$ cat src/rtl/mux_dest_if.sv
// Source/sink bundle of the two-way destination mux:
// two show-ahead FIFO heads in, one registered stream out.
interface mux_dest_if #(
   parameter int BW = 6
);
   logic          empty_s0;
   logic [BW-1:0] data_s0;
   logic          pop_s0;
   logic          empty_s1;
   logic [BW-1:0] data_s1;
   logic          pop_s1;
   logic          almost_full_out;
   logic [BW-1:0] data_out;
   logic          valid_out;

   modport master (
      input  empty_s0, data_s0,
      input  empty_s1, data_s1,
      input  almost_full_out,
      output pop_s0, pop_s1,
      output data_out, valid_out
   );

   modport slave (
      output empty_s0, data_s0,
      output empty_s1, data_s1,
      output almost_full_out,
      input  pop_s0, pop_s1,
      input  data_out, valid_out
   );
endinterface

$ cat src/rtl/mux_dest.sv
// Merges two destination FIFOs into one tagged, registered stream
// using burst-limited round-robin and downstream almost-full.
module mux_dest #(
   parameter int BW       = 6,
   parameter int DEST_BIT = 4,
   parameter int BURST    = 4
) (
   input  logic      clk,
   input  logic      reset_L,
   mux_dest_if.master bus
);
   localparam int CW = $clog2(BURST + 1);

   typedef enum logic [1:0] {IDLE, S0, S1} state_t;

   state_t        state_q, state_d;
   logic [CW-1:0] cnt_q, cnt_d;
   logic          g0, g1;
   logic          go, e0, e1;
   logic          pick1;
   logic [BW-1:0] word_d;

   assign e0 = bus.empty_s0;
   assign e1 = bus.empty_s1;
   assign go = reset_L && !bus.almost_full_out;

   // With both heads ready, stay with the owner until it has used its burst
   assign pick1 = (state_q == S1 && cnt_q != CW'(BURST)) ||
                  (state_q == S0 && cnt_q == CW'(BURST));

   always_comb begin
      g0 = 1'b0;
      g1 = 1'b0;
      unique case (1'b1)
         !go:              ;
         go && e0 && e1:   ;
         go && !e0 && e1:  g0 = 1'b1;
         go && e0 && !e1:  g1 = 1'b1;
         go && !e0 && !e1: begin
            g1 = pick1;
            g0 = !pick1;
         end
         default:          ;
      endcase
   end

   assign bus.pop_s0 = g0;
   assign bus.pop_s1 = g1;

   always_comb begin
      word_d = '0;
      if (g0) begin
         word_d           = bus.data_s0;
         word_d[DEST_BIT] = 1'b0;
      end else if (g1) begin
         word_d           = bus.data_s1;
         word_d[DEST_BIT] = 1'b1;
      end
   end

   always_comb begin
      state_d = state_q;
      cnt_d   = cnt_q;
      unique case (1'b1)
         g0: begin
            if (state_q == S0) begin
               if (cnt_q != CW'(BURST)) cnt_d = cnt_q + CW'(1);
            end else begin
               state_d = S0;
               cnt_d   = CW'(1);
            end
         end
         g1: begin
            if (state_q == S1) begin
               if (cnt_q != CW'(BURST)) cnt_d = cnt_q + CW'(1);
            end else begin
               state_d = S1;
               cnt_d   = CW'(1);
            end
         end
         default: begin
            // Fairness restarts only on a true idle, never during a stall
            if (!bus.almost_full_out && e0 && e1) begin
               state_d = IDLE;
               cnt_d   = '0;
            end
         end
      endcase
   end

   always_ff @(posedge clk or negedge reset_L) begin
      if (!reset_L) begin
         state_q       <= IDLE;
         cnt_q         <= '0;
         bus.data_out  <= '0;
         bus.valid_out <= 1'b0;
      end else begin
         state_q       <= state_d;
         cnt_q         <= cnt_d;
         bus.data_out  <= word_d;
         bus.valid_out <= g0 | g1;
      end
   end
endmodule

$ cat src/flat_wrapper.sv
// flat-port wrapper written by rule: the top's interface ports become plain ports
module mux_dest_flat 
#(
   parameter int BW       = 6,
   parameter int DEST_BIT = 4,
   parameter int BURST    = 4
)
  (clk, reset_L, bus_empty_s0, bus_data_s0, bus_empty_s1, bus_data_s1, bus_almost_full_out, bus_pop_s0, bus_pop_s1, bus_data_out, bus_valid_out);
  mux_dest_if #(.BW(BW)) bus_i ();
  input  logic clk;
  input  logic reset_L;
  input wire logic [$bits(bus_i.empty_s0)-1:0] bus_empty_s0;
  input wire logic [$bits(bus_i.data_s0)-1:0] bus_data_s0;
  input wire logic [$bits(bus_i.empty_s1)-1:0] bus_empty_s1;
  input wire logic [$bits(bus_i.data_s1)-1:0] bus_data_s1;
  input wire logic [$bits(bus_i.almost_full_out)-1:0] bus_almost_full_out;
  output wire logic [$bits(bus_i.pop_s0)-1:0] bus_pop_s0;
  output wire logic [$bits(bus_i.pop_s1)-1:0] bus_pop_s1;
  output wire logic [$bits(bus_i.data_out)-1:0] bus_data_out;
  output wire logic [$bits(bus_i.valid_out)-1:0] bus_valid_out;
  assign bus_i.empty_s0 = bus_empty_s0;
  assign bus_i.data_s0 = bus_data_s0;
  assign bus_i.empty_s1 = bus_empty_s1;
  assign bus_i.data_s1 = bus_data_s1;
  assign bus_i.almost_full_out = bus_almost_full_out;
  assign bus_pop_s0 = bus_i.pop_s0;
  assign bus_pop_s1 = bus_i.pop_s1;
  assign bus_data_out = bus_i.data_out;
  assign bus_valid_out = bus_i.valid_out;
  mux_dest #(.BW(BW), .DEST_BIT(DEST_BIT), .BURST(BURST)) u_core (.clk(clk), .reset_L(reset_L), .bus(bus_i));
endmodule
$ cat config.mk
export PLATFORM = sky130hd
export DESIGN_NAME = mux_dest_flat
export DESIGN_NICKNAME = d
export VERILOG_FILES = /design/src/rtl/mux_dest_if.sv /design/src/rtl/mux_dest.sv /design/src/flat_wrapper.sv
export SDC_FILE = /design/constraint.sdc
export NUM_CORES = 1
export LEC_CHECK = 0
export CAP_MARGIN = 20
export CORE_MARGIN = 1.5
export CORE_UTILIZATION = 40
export DETAILED_ROUTE_END_ITERATION = 10
export GPL_ROUTABILITY_DRIVEN = 0
export PLACE_DENSITY = 0.74
export SYNTH_ARGS = -nofsm -noshare
export SYNTH_HDL_FRONTEND = slang
export SYNTH_SLANG_ARGS = --single-unit
$ cat constraint.sdc
create_clock -name clk -period 4.95 [get_ports clk]
set_input_delay 1.485 -clock clk [delete_from_list [all_inputs] [get_ports clk]]
set_output_delay 1.485 -clock clk [all_outputs]
set_load 0.02 [all_outputs]
==> impl_metrics.xml, run 1 <==
<?xml version="1.0" encoding="UTF-8"?>
<metrics>
  <group name="worst_setup_path">
    <metric name="timing.critical_path.cells" unit="">clkdlybuf4s50_1 &gt; nand2b_1 &gt; nor2_1 &gt; o21a_4 &gt; clkdlybuf4s50_1</metric>
    <metric name="r2r_cells" unit="">7</metric>
    <metric name="rr_startpoint" unit="">u_core.cnt_q[0]</metric>
    <metric name="timing.critical_path.slowest_cell_delay" unit="ps">610</metric>
    <metric name="cp-startpoint" unit="">bus_almost_full_out</metric>
    <metric name="crit_family" unit="">buffers and inverters</metric>
    <metric name="critical_path_peak_fanout" unit="">7</metric>
    <metric name="r2r_end" unit="">u_core.bus.data_out[1]</metric>
    <metric name="critical_path_class" unit="">in2out</metric>
    <metric name="crit_top_cell" unit="">sky130_fd_sc_hd__clkdlybuf4s50_1</metric>
    <metric name="worstSetupEndpointType" unit="">output port</metric>
    <metric name="worstSetupStartpointType" unit="">primary input</metric>
    <metric name="cp.required" unit="ps">3460</metric>
    <metric name="worstPathBufferInverterCount" unit="">2</metric>
    <metric name="worst-r2r-setup-slack" unit="ps">3180</metric>
    <metric name="arrival" unit="ps">3180</metric>
    <metric name="cpMaxStageDelayCell" unit="">sky130_fd_sc_hd__clkdlybuf4s50_1</metric>
    <metric name="critical_path_cell_count" unit="">5</metric>
  </group>
  <group name="min_path">
    <metric name="worst_hold_path.endpoint" unit="">u_core.state_q[1]</metric>
    <metric name="min_from" unit="">u_core.state_q[1]</metric>
    <metric name="hold_depth" unit="">1</metric>
    <metric name="hp-class" unit="">reg2reg</metric>
  </group>
  <group name="grt">
    <metric name="wire_length_of_the_first_global_routing_pass" unit="um">2550</metric>
    <metric name="grt-ovfl-total" unit="">0</metric>
    <metric name="grt_use_total" unit="">0.180</metric>
    <metric name="first_global_vias" unit="">617</metric>
    <metric name="antenna_found_initial" unit="">0</metric>
    <metric name="grt_start_max_net_pins" unit="">15</metric>
  </group>
  <group name="clocking">
    <metric name="number_of_h_tree_levels" unit="">1</metric>
    <metric name="tritoncts_num_sinks" unit="">12</metric>
    <metric name="clockRootBuffer" unit="">sky130_fd_sc_hd__clkbuf_4</metric>
    <metric name="worst_setup_hold_path_clk_slew" unit="ps">80</metric>
    <metric name="cts_repair_resize_count" unit="">0</metric>
    <metric name="ctsHoldBuffers" unit="">0</metric>
    <metric name="cts.repair_timing.setup_buffer_count" unit="">0</metric>
    <metric name="tritoncts" unit="">built</metric>
    <metric name="max-clock-path-buffers" unit="">2</metric>
    <metric name="cts-buffers-inserted" unit="">3</metric>
    <metric name="clk_latency" unit="ps">270</metric>
  </group>
  <group name="sta">
    <metric name="setup_violations" unit="">0</metric>
    <metric name="maximum_achievable_frequency" unit="MHz">214</metric>
    <metric name="final_hold_violation_count" unit="">0</metric>
    <metric name="finalClockSkew" unit="ps">2.55</metric>
    <metric name="finalSetupTns" unit="ps">0</metric>
    <metric name="max_slew_margin" unit="">0.752</metric>
    <metric name="timing.final.crit_share" unit="">0.943</metric>
    <metric name="fin_crit" unit="ps">4670</metric>
    <metric name="worst_hold_slack" unit="ps">522</metric>
    <metric name="rsz_0062_raised_after_global_routing" unit="">no</metric>
    <metric name="worst_pin_slew" unit="ps">363</metric>
    <metric name="timing_max_transition_violations_final" unit="">0</metric>
  </group>
  <group name="placement">
    <metric name="port-buffer-count" unit="">23</metric>
    <metric name="place_area" unit="sq um">946</metric>
    <metric name="dp_hpwl" unit="um">1130</metric>
    <metric name="dp.cells" unit="">103</metric>
  </group>
  <group name="logic_synthesis">
    <metric name="synth.cell_area" unit="sq um">681</metric>
    <metric name="yosys.area_share.adder" unit="">0.0368</metric>
    <metric name="synthMuxAreaShare" unit="">0.0331</metric>
    <metric name="synth-seq-area-share" unit="">0.441</metric>
    <metric name="synth.lib_cells_used.distinct" unit="">31</metric>
    <metric name="synth_top_family_by_area" unit="">compound AO/OA/AOI/OAI gates</metric>
    <metric name="synth.net_count" unit="">81</metric>
    <metric name="netlist_instances" unit="">62</metric>
    <metric name="ys_ff_latch" unit="">12</metric>
    <metric name="synth_simple_gate_area_share" unit="">0.129</metric>
    <metric name="syn-mean-instance-area" unit="sq um">11.0</metric>
    <metric name="synthXorXnorAreaFrac" unit="">0.0129</metric>
    <metric name="synth_compound_area_frac" unit="">0.314</metric>
    <metric name="synthesis.yosys.warnings" unit="">0</metric>
  </group>
  <group name="detailed_routing">
    <metric name="route.final.wire_length" unit="um">1400</metric>
    <metric name="drc" unit="">0</metric>
    <metric name="viasPerCell" unit="">5.36</metric>
    <metric name="detail-route-antenna-nets" unit="">0</metric>
    <metric name="1st_iter_drt_viols" unit="">12</metric>
    <metric name="vias" unit="">574</metric>
    <metric name="drt_first_pass_iters" unit="">4</metric>
    <metric name="detail_route.wl_per_cell" unit="um">13.1</metric>
  </group>
  <group name="finish">
    <metric name="layout-drive-gt1-share" unit="">0.154</metric>
    <metric name="final_cell_count_no_fill" unit="">107</metric>
    <metric name="area_growth_from_synthesis_to_layout" unit="%">44.3</metric>
    <metric name="fin_nets" unit="">111</metric>
    <metric name="diodes" unit="">0</metric>
    <metric name="layout.filler_cells" unit="">133</metric>
    <metric name="finalInstanceArea" unit="sq um">982</metric>
  </group>
  <group name="power_and_ir_drop">
    <metric name="p_total" unit="W">0.000250</metric>
    <metric name="peak_supply_drop" unit="mV">0.150</metric>
    <metric name="power.static_leakage" unit="nW">0.436</metric>
    <metric name="power_density" unit="nW/um^2">255</metric>
  </group>
  <group name="floorplan">
    <metric name="die_area" unit="sq um">1960</metric>
    <metric name="ios" unit="">26</metric>
    <metric name="placeableCoreArea" unit="sq um">1540</metric>
    <metric name="fp-row-count" unit="">14</metric>
    <metric name="die-width" unit="um">44.3</metric>
    <metric name="die_y" unit="um">44.3</metric>
    <metric name="start_util" unit="">0.442</metric>
  </group>
  <group name="flow_run">
    <metric name="drv.max_cap_violation_count" unit="">0</metric>
  </group>
  <group name="status">
    <metric name="status" unit="">finished clean</metric>
  </group>
</metrics>
[layout by cell type (no fill, tap or decap), drive strengths merged, types with 2 or more instances in the layout]
master,instances
clkdlybuf4s50,23
dfrtp,12
a21oi,7
a22o,5
inv,4
clkbuf,4
nor2,3
buf,3
nand2,3
nand3,2
a21o,2
o21ai,2
o221ai,2
ha,2
nand2b,2
o21a,2
[report_power, final]
group | internal [W] | total, W | switching [W]
sequential | 0.000105 | 0.000110 | 0.00000534
combinational | 0.0000334 | 0.0000629 | 0.0000295
clock | 0.0000446 | 0.0000772 | 0.0000325
[kinds of logic (layout without fill, tap and decap cells)]
family | Yosys count | count (layout)
multiplexers | 1 | 1
AO/OA/AOI/OAI | 27 | 27
flip-flops | 12 | 12
adder cells (fa/ha/maj) | 2 | 2
buffers and inverters | 5 | 34
AND/OR/NAND/NOR | 14 | 14
XOR/XNOR | 1 | 1
[worst reg2reg max path: cells and delay by family (launching register included)]
family / cells / cell delay [ps]
muxes: 1 / 300
buffers and inverters: 2 / 260
and+or+nand+nor: 1 / 140
AOI/OAI and AO/OA: 2 / 280
adders and majority gates: 1 / 270
DFF: 1 / 410
[flip-flops by register name, indices dropped and copies added (netlist names)]
register and flops:
u_core.bus.valid_out 1, u_core.cnt_q 3, u_core.state_q 2, u_core.bus.data_out 6
[layout make-up]
cell class	instances	area [sq um]	share of cell area
Inverter	4	15.0	0.0153
Clock buffer	4	36.3	0.0369
Tap cell	16	20.0	0.0204
Timing Repair Buffer	26	253	0.257
Multi-Input combinational cell	45	358	0.364
Sequential cell	12	300	0.306
[Yosys cell counts (all sizes together)]
library cell  instances  area share
dfrtp                12        0.44
o221ai                2       0.026
nor2b                 1      0.0092
o22a                  1       0.013
or2b                  1       0.011
inv                   4       0.022
buf                   1       0.011
nor2                  3       0.017
a21o                  2       0.022
xnor2                 1       0.013
nand2b                2       0.029
o211ai                1       0.018
nand2                 3       0.028
a21oi                 7       0.051
o21ai                 2       0.015
ha                    2       0.037
a21boi                1       0.017
and2b                 1       0.011
or2                   1      0.0092
mux2i                 1       0.033
o21a                  2       0.033
a22o                  5       0.064
a311o                 1       0.015
a2111oi               1       0.013
nand3                 2       0.015
a221o                 1       0.015
a2bb2oi               1       0.013
[stage by stage]
stage | utilization | setup slack (ps)
after floorplan | - | 1300
after global placement | 0.614 | 260
after detailed placement | 0.614 | 240
after CTS | 0.637 | 239
after global routing | 0.637 | 155
final | 0.637 | 281
[worst max path at each step]
stage	end	slack [ps]
2_1_floorplan	bus_pop_s0	1300
3_3_place_gp	bus_pop_s1	260
3_5_place_dp	bus_pop_s1	240
4_1_cts	bus_pop_s1	240
5_1_grt	bus_pop_s1	160
6_report	bus_pop_s1	280
[per-layer routing]
layer	GRT usage	vias up	wire, um
met4	0.0909	0	10
met2	0.276	21	670
li1	-	290	-
met3	0.0531	2	80
met5	0	-	0
met1	0.230	261	642
No activity file was read; power rests on OpenSTA's default activity.
==> inputs of run 2 (changes only) <==
- CORE_MARGIN: 1.5 -> 8
- CTS_BUF_LIST: default -> sky130_fd_sc_hd__clkbuf_16
- CTS_CLUSTER_DIAMETER: default -> 150
==> run 2 against run 1 <==
Compared with the run above: utilization is 2.5 points lower; combinational power increased by 2%; clock power grew 87%; critical path type unchanged; sequential cell count is the same.
==> impl_metrics.xml, run 2 (synthesis gave the netlist of run 1 again) <==
<?xml version="1.0" encoding="UTF-8"?>
<metrics>
  <group name="detailed_routing">
    <metric name="vias" unit="">597</metric>
    <metric name="1st_iter_drt_viols" unit="">9</metric>
    <metric name="route.final.wire_length" unit="um">1640</metric>
    <metric name="drt_first_pass_iters" unit="">4</metric>
    <metric name="drc" unit="">0</metric>
    <metric name="viasPerCell" unit="">5.58</metric>
    <metric name="detail_route.wl_per_cell" unit="um">15.3</metric>
    <metric name="detail-route-antenna-nets" unit="">0</metric>
  </group>
  <group name="clocking">
    <metric name="clockRootBuffer" unit="">sky130_fd_sc_hd__clkbuf_16</metric>
    <metric name="tritoncts_num_sinks" unit="">12</metric>
    <metric name="number_of_h_tree_levels" unit="">1</metric>
    <metric name="tritoncts" unit="">built</metric>
    <metric name="cts-buffers-inserted" unit="">3</metric>
    <metric name="cts.repair_timing.setup_buffer_count" unit="">0</metric>
    <metric name="ctsHoldBuffers" unit="">0</metric>
    <metric name="max-clock-path-buffers" unit="">2</metric>
    <metric name="clk_latency" unit="ps">240</metric>
    <metric name="cts_repair_resize_count" unit="">0</metric>
    <metric name="worst_setup_hold_path_clk_slew" unit="ps">40</metric>
  </group>
  <group name="sta">
    <metric name="timing.final.crit_share" unit="">0.941</metric>
    <metric name="rsz_0062_raised_after_global_routing" unit="">no</metric>
    <metric name="fin_crit" unit="ps">4660</metric>
    <metric name="setup_violations" unit="">0</metric>
    <metric name="final_hold_violation_count" unit="">0</metric>
    <metric name="max_slew_margin" unit="">0.770</metric>
    <metric name="timing_max_transition_violations_final" unit="">0</metric>
    <metric name="maximum_achievable_frequency" unit="MHz">215</metric>
    <metric name="finalSetupTns" unit="ps">0</metric>
    <metric name="finalClockSkew" unit="ps">0.235</metric>
    <metric name="worst_pin_slew" unit="ps">336</metric>
  </group>
  <group name="worst_setup_path">
    <metric name="cp.required" unit="ps">3460</metric>
    <metric name="critical_path_class" unit="">in2out</metric>
    <metric name="timing.critical_path.slowest_cell_delay" unit="ps">610</metric>
    <metric name="worstSetupStartpointType" unit="">primary input</metric>
    <metric name="worstSetupEndpointType" unit="">output port</metric>
    <metric name="arrival" unit="ps">3170</metric>
    <metric name="cpMaxStageDelayCell" unit="">sky130_fd_sc_hd__clkdlybuf4s50_1</metric>
    <metric name="timing.critical_path.cells" unit="">clkdlybuf4s50_1 &gt; nand2b_1 &gt; nor2_1 &gt; o21a_4 &gt; clkdlybuf4s50_1</metric>
    <metric name="critical_path_peak_fanout" unit="">7</metric>
    <metric name="crit_top_cell" unit="">sky130_fd_sc_hd__clkdlybuf4s50_1</metric>
  </group>
  <group name="floorplan">
    <metric name="fp-row-count" unit="">15</metric>
    <metric name="placeableCoreArea" unit="sq um">1670</metric>
    <metric name="die_area" unit="sq um">3280</metric>
    <metric name="die_y" unit="um">57.3</metric>
    <metric name="start_util" unit="">0.407</metric>
    <metric name="die-width" unit="um">57.3</metric>
    <metric name="ios" unit="">26</metric>
  </group>
  <group name="finish">
    <metric name="reg_top3" unit="">u_core.bus.data_out x6, u_core.cnt_q x3, u_core.state_q x2</metric>
    <metric name="layout_commonest_cell" unit="">sky130_fd_sc_hd__clkdlybuf4s50_1</metric>
    <metric name="fin_nets" unit="">111</metric>
    <metric name="post-route-util" unit="">0.612</metric>
    <metric name="layout-drive-gt1-share" unit="">0.144</metric>
    <metric name="area_growth_from_synthesis_to_layout" unit="%">50.2</metric>
    <metric name="max_reg_flops" unit="">6</metric>
    <metric name="diodes" unit="">0</metric>
    <metric name="layout.filler_cells" unit="">137</metric>
    <metric name="largest_register" unit="">u_core.bus.data_out</metric>
    <metric name="leading_cell_types_in_the_layout_fill_and_taps_excluded" unit="">23 x sky130_fd_sc_hd__clkdlybuf4s50_1, 12 x sky130_fd_sc_hd__dfrtp_1, 7 x sky130_fd_sc_hd__a21oi_1, 5 x sky130_fd_sc_hd__a22o_1</metric>
  </group>
  <group name="grt">
    <metric name="wire_length_of_the_first_global_routing_pass" unit="um">2650</metric>
    <metric name="antenna_found_initial" unit="">0</metric>
    <metric name="grt_use_total" unit="">0.105</metric>
    <metric name="first_global_vias" unit="">588</metric>
    <metric name="grt-ovfl-total" unit="">0</metric>
    <metric name="grt_start_max_net_pins" unit="">15</metric>
  </group>
  <group name="placement">
    <metric name="dp_hpwl" unit="um">1280</metric>
    <metric name="port-buffer-count" unit="">23</metric>
  </group>
  <group name="power_and_ir_drop">
    <metric name="power_switching_share" unit="">0.234</metric>
    <metric name="peak_supply_drop" unit="mV">0.190</metric>
    <metric name="p_int" unit="W">0.000244</metric>
    <metric name="pwr-share-comb" unit="">0.201</metric>
    <metric name="net_load_switching_power" unit="W">0.0000746</metric>
    <metric name="clkPwrFrac" unit="">0.451</metric>
    <metric name="power.static_leakage" unit="nW">0.452</metric>
    <metric name="power.sequential.fraction" unit="">0.347</metric>
    <metric name="power_density" unit="nW/um^2">311</metric>
  </group>
  <group name="flow_run">
    <metric name="drv.max_cap_violation_count" unit="">0</metric>
  </group>
  <group name="min_path">
    <metric name="hp-class" unit="">reg2reg</metric>
  </group>
  <group name="status">
    <metric name="status" unit="">finished clean</metric>
  </group>
</metrics>
run 2: changes by cell type in the layout (fill, tap and decap cells not counted), sizes merged:
cell	previous run	this run
clkbuf	4	3
run 2: metrics by stage:
step / setup WS [ps] / instances / cell area, sq um / total power (W) / hold slack (ps)
final: 290 / 107 / 1020 / 0.000318 / 526
after global routing: 206 / 107 / 1020 / 0.000332 / 546
after CTS: 283 / 107 / 1020 / 0.000322 / 532
after detailed placement: 281 / 104 / 947 / 0.000176 / 511
after global placement: 284 / 104 / 947 / 0.000175 / 499
after floorplan: 1300 / 62 / 681 / 0.000148 / 480
run 2: path summary, 6_finish.rpt:
check                                         endpoint  slack [ps]                start  depth (start not counted)
worst min-delay path                 u_core.state_q[1]         530    u_core.state_q[1]                          1
max in group asynchronous              u_core.cnt_q[1]        3200              reset_L                          2
min in group asynchronous            u_core.state_q[0]        1590              reset_L                          2
worst min register to register       u_core.state_q[1]         530    u_core.state_q[1]                          1
worst max-delay path                        bus_pop_s1         290  bus_almost_full_out                          5
worst max register to register  u_core.bus.data_out[0]        3190      u_core.cnt_q[0]                          7
run 2: layout make-up:
class                           instances  area (sq um)  area share
Tap cell                               17          21.3      0.0208
Inverter                                4          15.0      0.0147
Timing Repair Buffer                   26           253       0.247
Sequential cell                        12           300       0.294
Clock buffer                            3          75.1      0.0734
Multi-Input combinational cell         45           358       0.350
run 2: power by group through the flow:
stage / clock [W] / sequential [W] / combinational (W)
detailed placement: 0 / 0.000112 / 0.0000637
global placement: 0 / 0.000112 / 0.0000632
floorplan: 0 / 0.000114 / 0.0000337
CTS: 0.000147 / 0.000111 / 0.0000643
finish: 0.000144 / 0.000111 / 0.0000640
global route: 0.000151 / 0.000111 / 0.0000695
run 2: per-layer routing:
metal  share of wire  vias up  global-route usage
met5               0        -                   0
met4           0.021        0              0.0750
met3           0.040        4              0.0269
met2            0.55       15               0.184
met1            0.39      287               0.106
li1                -      291                   -
run 2: critical path, delay by kind of cell:
family	cells	cell delay, ps
buf+inv	2	1050
simple gates	2	430
compound gates	1	210
